--- config.mk ---
export PLATFORM = sky130hd
export DESIGN_NAME = ps2_key_tracker_flat
export DESIGN_NICKNAME = d
export VERILOG_FILES = /design/src/rtl/ps2_key_tracker_if.sv /design/src/rtl/ps2_key_tracker.sv /design/src/flat_wrapper.sv
export SDC_FILE = /design/constraint.sdc
export NUM_CORES = 1
export LEC_CHECK = 0
export CAP_MARGIN = 20
export CORE_MARGIN = 10
export CORE_UTILIZATION = 41
export DETAILED_ROUTE_END_ITERATION = 8
export GPL_TIMING_DRIVEN = 0
export PLACE_DENSITY = 0.83
export SLEW_MARGIN = 15
export SYNTH_ARGS = -nofsm -noshare
export SYNTH_HDL_FRONTEND = slang
export SYNTH_SLANG_ARGS = --single-unit
--- constraint.sdc ---
create_clock -name i_clk -period 2.4 [get_ports i_clk]
set_input_delay 0.48 -clock i_clk [delete_from_list [all_inputs] [get_ports i_clk]]
set_output_delay 0.48 -clock i_clk [all_outputs]
set_load 0.01 [all_outputs]
--- src/rtl/ps2_key_tracker_if.sv ---
// Bundle between the PS/2 receiver FIFO and the key tracker.
// The master side is the receiver or any other source of bytes; the slave side is the tracker.
interface ps2_key_tracker_if #(
  parameter int CNT_W = 8
);
  logic [7:0]       i_ps2_data;
  logic             i_ps2_ready;
  logic             i_ps2_overflow;
  logic             o_nextdata_n;
  logic [7:0]       o_key_code;
  logic             o_key_ext;
  logic             o_key_valid;
  logic             o_key_event;
  logic [CNT_W-1:0] o_key_count;
  logic             o_sync_err;

  modport master (
    output i_ps2_data, i_ps2_ready, i_ps2_overflow,
    input  o_nextdata_n, o_key_code, o_key_ext, o_key_valid, o_key_event,
           o_key_count, o_sync_err
  );

  modport slave (
    input  i_ps2_data, i_ps2_ready, i_ps2_overflow,
    output o_nextdata_n, o_key_code, o_key_ext, o_key_valid, o_key_event,
           o_key_count, o_sync_err
  );
endinterface

--- src/rtl/ps2_key_tracker.sv ---
// Pops PS/2 scan codes from the receiver FIFO, decodes make/break/E0 sequences, tracks the held
// key and counts distinct presses. Define PS2_KEY_EXT_EN to enable E0 (extended) key tracking.
module ps2_key_tracker #(
  parameter int CNT_W = 8
) (
  input  logic             i_clk,
  input  logic             i_clr_n,
  ps2_key_tracker_if.slave bus
);
  typedef enum logic [1:0] {HS_WAIT, HS_POP, HS_GUARD} hs_state_t;
  typedef enum logic [1:0] {DEC_NORM, DEC_EXT, DEC_BRK, DEC_EXT_BRK} dec_state_t;

  hs_state_t        hs_reg, hs_next;
  dec_state_t       dec_reg, dec_next;
  logic             nextdata_n_reg, nextdata_n_next;
  logic [7:0]       code_reg, code_next;
  logic             ext_reg, ext_next;
  logic             valid_reg, valid_next;
  logic             event_reg, event_next;
  logic [CNT_W-1:0] count_reg, count_next;
  logic             sync_err_reg, sync_err_next;
  logic             take;
  logic             in_break;
  logic             byte_ext;
  logic             same_key;

  always_ff @(posedge i_clk) begin
    if (!i_clr_n) begin
      hs_reg         <= HS_WAIT;
      dec_reg        <= DEC_NORM;
      nextdata_n_reg <= 1'b1;
      code_reg       <= 8'h00;
      ext_reg        <= 1'b0;
      valid_reg      <= 1'b0;
      event_reg      <= 1'b0;
      count_reg      <= '0;
      sync_err_reg   <= 1'b0;
    end else begin
      hs_reg         <= hs_next;
      dec_reg        <= dec_next;
      nextdata_n_reg <= nextdata_n_next;
      code_reg       <= code_next;
      ext_reg        <= ext_next;
      valid_reg      <= valid_next;
      event_reg      <= event_next;
      count_reg      <= count_next;
      sync_err_reg   <= sync_err_next;
    end
  end

  always_comb begin
    hs_next         = hs_reg;
    dec_next        = dec_reg;
    nextdata_n_next = 1'b1;
    code_next       = code_reg;
    ext_next        = ext_reg;
    valid_next      = valid_reg;
    event_next      = 1'b0;
    count_next      = count_reg;
    sync_err_next   = sync_err_reg;
    take            = 1'b0;

    // The pop strobe is registered, so it is low exactly during the HS_POP cycle.
    case (hs_reg)
      HS_WAIT: begin
        if (bus.i_ps2_ready) begin
          take            = 1'b1;
          hs_next         = HS_POP;
          nextdata_n_next = 1'b0;
        end
      end
      HS_POP:  hs_next = HS_GUARD;
      default: hs_next = HS_WAIT;
    endcase

    in_break = (dec_reg == DEC_BRK) || (dec_reg == DEC_EXT_BRK);
    byte_ext = (dec_reg == DEC_EXT) || (dec_reg == DEC_EXT_BRK);
    same_key = valid_reg && (bus.i_ps2_data == code_reg) && (byte_ext == ext_reg);

    // Overflow wins over a byte taken at the same edge: that byte is popped but dropped.
    if (bus.i_ps2_overflow) begin
      dec_next      = DEC_NORM;
      valid_next    = 1'b0;
      sync_err_next = 1'b1;
    end else if (take) begin
      if (bus.i_ps2_data == 8'hE0) begin
`ifdef PS2_KEY_EXT_EN
        if (dec_reg == DEC_NORM) begin
          dec_next = DEC_EXT;
        end
`endif
      end else if (bus.i_ps2_data == 8'hF0) begin
        if (dec_reg == DEC_NORM) begin
          dec_next = DEC_BRK;
        end else if (dec_reg == DEC_EXT) begin
          dec_next = DEC_EXT_BRK;
        end
      end else begin
        dec_next = DEC_NORM;
        if (in_break) begin
          if (same_key) begin
            valid_next = 1'b0;
          end
        end else if (!same_key) begin
          code_next  = bus.i_ps2_data;
          ext_next   = byte_ext;
          valid_next = 1'b1;
          count_next = count_reg + 1'b1;
          event_next = 1'b1;
        end
      end
    end
  end

  assign bus.o_nextdata_n = nextdata_n_reg;
  assign bus.o_key_code   = code_reg;
  assign bus.o_key_valid  = valid_reg;
  assign bus.o_key_event  = event_reg;
  assign bus.o_key_count  = count_reg;
  assign bus.o_sync_err   = sync_err_reg;
`ifdef PS2_KEY_EXT_EN
  assign bus.o_key_ext    = ext_reg;
`else
  assign bus.o_key_ext    = 1'b0;
`endif
endmodule
--- src/flat_wrapper.sv ---
// flat-port wrapper written by rule: the top's interface ports become plain ports
module ps2_key_tracker_flat 
#(
  parameter int CNT_W = 8
)
  (i_clk, i_clr_n, bus_i_ps2_data, bus_i_ps2_ready, bus_i_ps2_overflow, bus_o_nextdata_n, bus_o_key_code, bus_o_key_ext, bus_o_key_valid, bus_o_key_event, bus_o_key_count, bus_o_sync_err);
  ps2_key_tracker_if #(.CNT_W(CNT_W)) bus_i ();
  input  logic i_clk;
  input  logic i_clr_n;
  input wire logic [$bits(bus_i.i_ps2_data)-1:0] bus_i_ps2_data;
  input wire logic [$bits(bus_i.i_ps2_ready)-1:0] bus_i_ps2_ready;
  input wire logic [$bits(bus_i.i_ps2_overflow)-1:0] bus_i_ps2_overflow;
  output wire logic [$bits(bus_i.o_nextdata_n)-1:0] bus_o_nextdata_n;
  output wire logic [$bits(bus_i.o_key_code)-1:0] bus_o_key_code;
  output wire logic [$bits(bus_i.o_key_ext)-1:0] bus_o_key_ext;
  output wire logic [$bits(bus_i.o_key_valid)-1:0] bus_o_key_valid;
  output wire logic [$bits(bus_i.o_key_event)-1:0] bus_o_key_event;
  output wire logic [$bits(bus_i.o_key_count)-1:0] bus_o_key_count;
  output wire logic [$bits(bus_i.o_sync_err)-1:0] bus_o_sync_err;
  assign bus_i.i_ps2_data = bus_i_ps2_data;
  assign bus_i.i_ps2_ready = bus_i_ps2_ready;
  assign bus_i.i_ps2_overflow = bus_i_ps2_overflow;
  assign bus_o_nextdata_n = bus_i.o_nextdata_n;
  assign bus_o_key_code = bus_i.o_key_code;
  assign bus_o_key_ext = bus_i.o_key_ext;
  assign bus_o_key_valid = bus_i.o_key_valid;
  assign bus_o_key_event = bus_i.o_key_event;
  assign bus_o_key_count = bus_i.o_key_count;
  assign bus_o_sync_err = bus_i.o_sync_err;
  ps2_key_tracker #(.CNT_W(CNT_W)) u_core (.i_clk(i_clk), .i_clr_n(i_clr_n), .bus(bus_i));
endmodule
==> reports/metrics.cfg <==
[logic_synthesis]
synth_fp_nets=142
postSynthAreaPerCell_um2=8.82
yosysSeqAreaShare=0.443
syn_area_um2=1130
netlist-cell-type-count=36
ys_ff_latch=25
ys.warnings.count=0
syn_inst=128

[cells_and_area]
most-common-layout-cells=26 x nand2_1, 25 x dfxtp_1, 24 x clkdlybuf4s50_1
area_delta_synth_final_pct=36.7
fin_cells=195
final_nets=180
final_layout_size_suffix_gt1_frac=0.0909
final_common_cell=nand2_1
n_antenna_cell=0

[floorplanning]
die_h_um=72.5
start_util=0.443
die_area_um2=5250
design.core.area_um2=2540
rows=18
pin_count=33
die_width_um=72.5

[worst_setup_path]
r2r-start=u_core.ext_reg
reg2regPathDepth=8
slowest_stage=or4_4
path_class=input port to register
cp-end-kind=register
startpoint_type=input port
regToRegEndpoint=u_core.bus.o_key_code[5]
cpPeakStageDelay_ns=0.55
path_cells=clkdlybuf4s50_1 > o221ai_1 > or4_4 > ha_4 > nor2b_4 > o211a_1 > buf_4 > o221a_2
cp-startpoint=bus_i_ps2_data[4]
crit_path_end=u_core.bus.o_key_code[5]
critical_path_arrival_ns=2.55
worstPathMaxFanout=4
r2r_slack_ns=0.13
cp.required_ns=2.64

[timing]
fin_hold_ws_ns=0.469
fin_tns_setup_ns=0
hold_viol_final=0
drv_slew=0
period_share=0.961
fin_crit_ns=2.31
skew_ns=0.0125
fmax_mhz=434
setup_viol=0
rsz0062_at_grt=no

[clocking]
clk_pin_slew_ns=0.15
cts-hold-fix-buffers=0
clock_latency_ns=0.33
h-tree-depth=1
numCtsBuffers=3
clockBufferDepth=2
cts_tree=yes
clkSinkCount=25
cts_root_buf=clkbuf_4

[drt]
routedWlPerCell_um=15.0
first_iter_violations=40
vias_per_cell=5.44
drc_errors=0
ant_nets=0
first_pass_iters=4
routed_wl_mm=2.93
vias=1060

[worst_hold_path]
hp-class=register to register

[placed_design]
gp_congestion=0.749
io_buffers=31
dpl.hpwl_mm=2.27
placed_cells=189

[run_status]
outcome=complete, no violations

[grt]
grt_start_max_net_pins=16
antenna_found_initial=0
grt_overflow_total=0
grt_use_total=0.109
grt_pass1_wl_mm=4.79
first_global_vias=1043

[flow_run]
cap_viol_max_count=0

[power]
powerDensity_nw_per_um2=497
total_leakage_power_nw=0.573
peakVddDrop_mv=0.324

-- logic make-up after synthesis --
| group | share of synthesized area |
|---|---|
| mux | 0.00887 |
| flops | 0.443 |
| simple gates | 0.255 |
| xor+xnor | 0.0543 |
| buf+inv | 0.0443 |
| other cells | 0.00332 |
| compound gates | 0.169 |
| fa+ha+maj | 0.0222 |
-- metrics by stage --
step	utilization	power (W)	setup WS, ns	area [µm²]
2_1_floorplan	-	0.000512	0.0357	1130
3_3_place_gp	0.580	0.000572	-0.580	1480
3_5_place_dp	0.580	0.000576	-0.663	1480
6_report	0.606	0.000767	0.0942	1540
5_1_grt	0.606	0.000800	0.00708	1540
4_1_cts	0.601	0.000766	0.0643	1530
-- critical path: cells and delay by family --
family	cells	cell delay [ns]
adder cells (fa/ha/maj)	1	0.18
AND/OR/NAND/NOR	2	0.68
AO/OA/AOI/OAI	3	0.50
buffers and inverters	2	0.69
-- per-layer routing --
metal,track usage,wire length (µm)
met5,0,0
met4,0.0485,38
met3,0.0272,195
met2,0.181,1450
met1,0.129,1250
-- worst min path at each step --
stage	start	endpoint	cells after the start
floorplan	u_core.dec_reg[1]	u_core.bus.o_key_event	1
global placement	u_core.bus.o_sync_err	u_core.bus.o_sync_err	2
detailed placement	u_core.bus.o_sync_err	u_core.bus.o_sync_err	2
CTS	u_core.dec_reg[0]	u_core.ext_reg	2
global route	u_core.dec_reg[0]	u_core.ext_reg	2
finish	u_core.dec_reg[0]	u_core.ext_reg	2
-- synth_stat cells --
cell,count,area share
nand2b_1,2,0.011
buf_2,1,0.0044
dfxtp_1,25,0.44
clkinv_1,1,0.0033
inv_1,6,0.020
nand2_1,26,0.086
nor3b_4,1,0.017
o221a_2,1,0.010
o31ai_1,3,0.020
and2_1,1,0.0055
xor2_1,2,0.016
a2111o_1,1,0.010
nand4bb_1,1,0.010
o211a_1,1,0.0089
nor4b_1,1,0.0078
buf_4,2,0.013
conb_1,1,0.0033
nand4b_1,1,0.0078
clkbuf_1,1,0.0033
mux2i_1,1,0.0089
or3_1,2,0.011
nand3_1,2,0.0089
nor2b_1,4,0.022
or3b_1,1,0.0078
o211ai_4,1,0.019
a21oi_1,16,0.071
nor3b_1,1,0.0067
and4_1,1,0.0078
o221ai_1,1,0.0078
ha_1,2,0.022
o21ai_0,5,0.022
or4_1,3,0.020
nor2_1,3,0.010
or4_4,1,0.010
nand4_1,1,0.0055
xnor2_1,5,0.039
-- report_power, final --
group / leakage [nW] / switching, W / internal [W]
Combinational: 0.355 / 0.0000613 / 0.0000669
Sequential: 0.204 / 0.0000122 / 0.000430
Clock: 0.0139 / 0.000133 / 0.0000637
-- final cells by class --
cell class,count,area (µm²)
fill,246,1000
multi-input combinational,92,598
sequential,25,500
timing repair buffer,33,317
tap,30,37.5
buffer,4,33.8
inverter,7,26.3
clock buffer,3,22.5
clock inverter,1,7.51
-- timing repair --
item | CTS | global route
setup endpoints to repair | 18 | 10
endpoints found under the hold margin | 0 | 0
resized for setup | 13 | 2
setup buffers | 1 | 0
pin swaps | 1 | 0
gates cloned | 0 | 1
No activity file was read; power rests on OpenSTA's default activity.
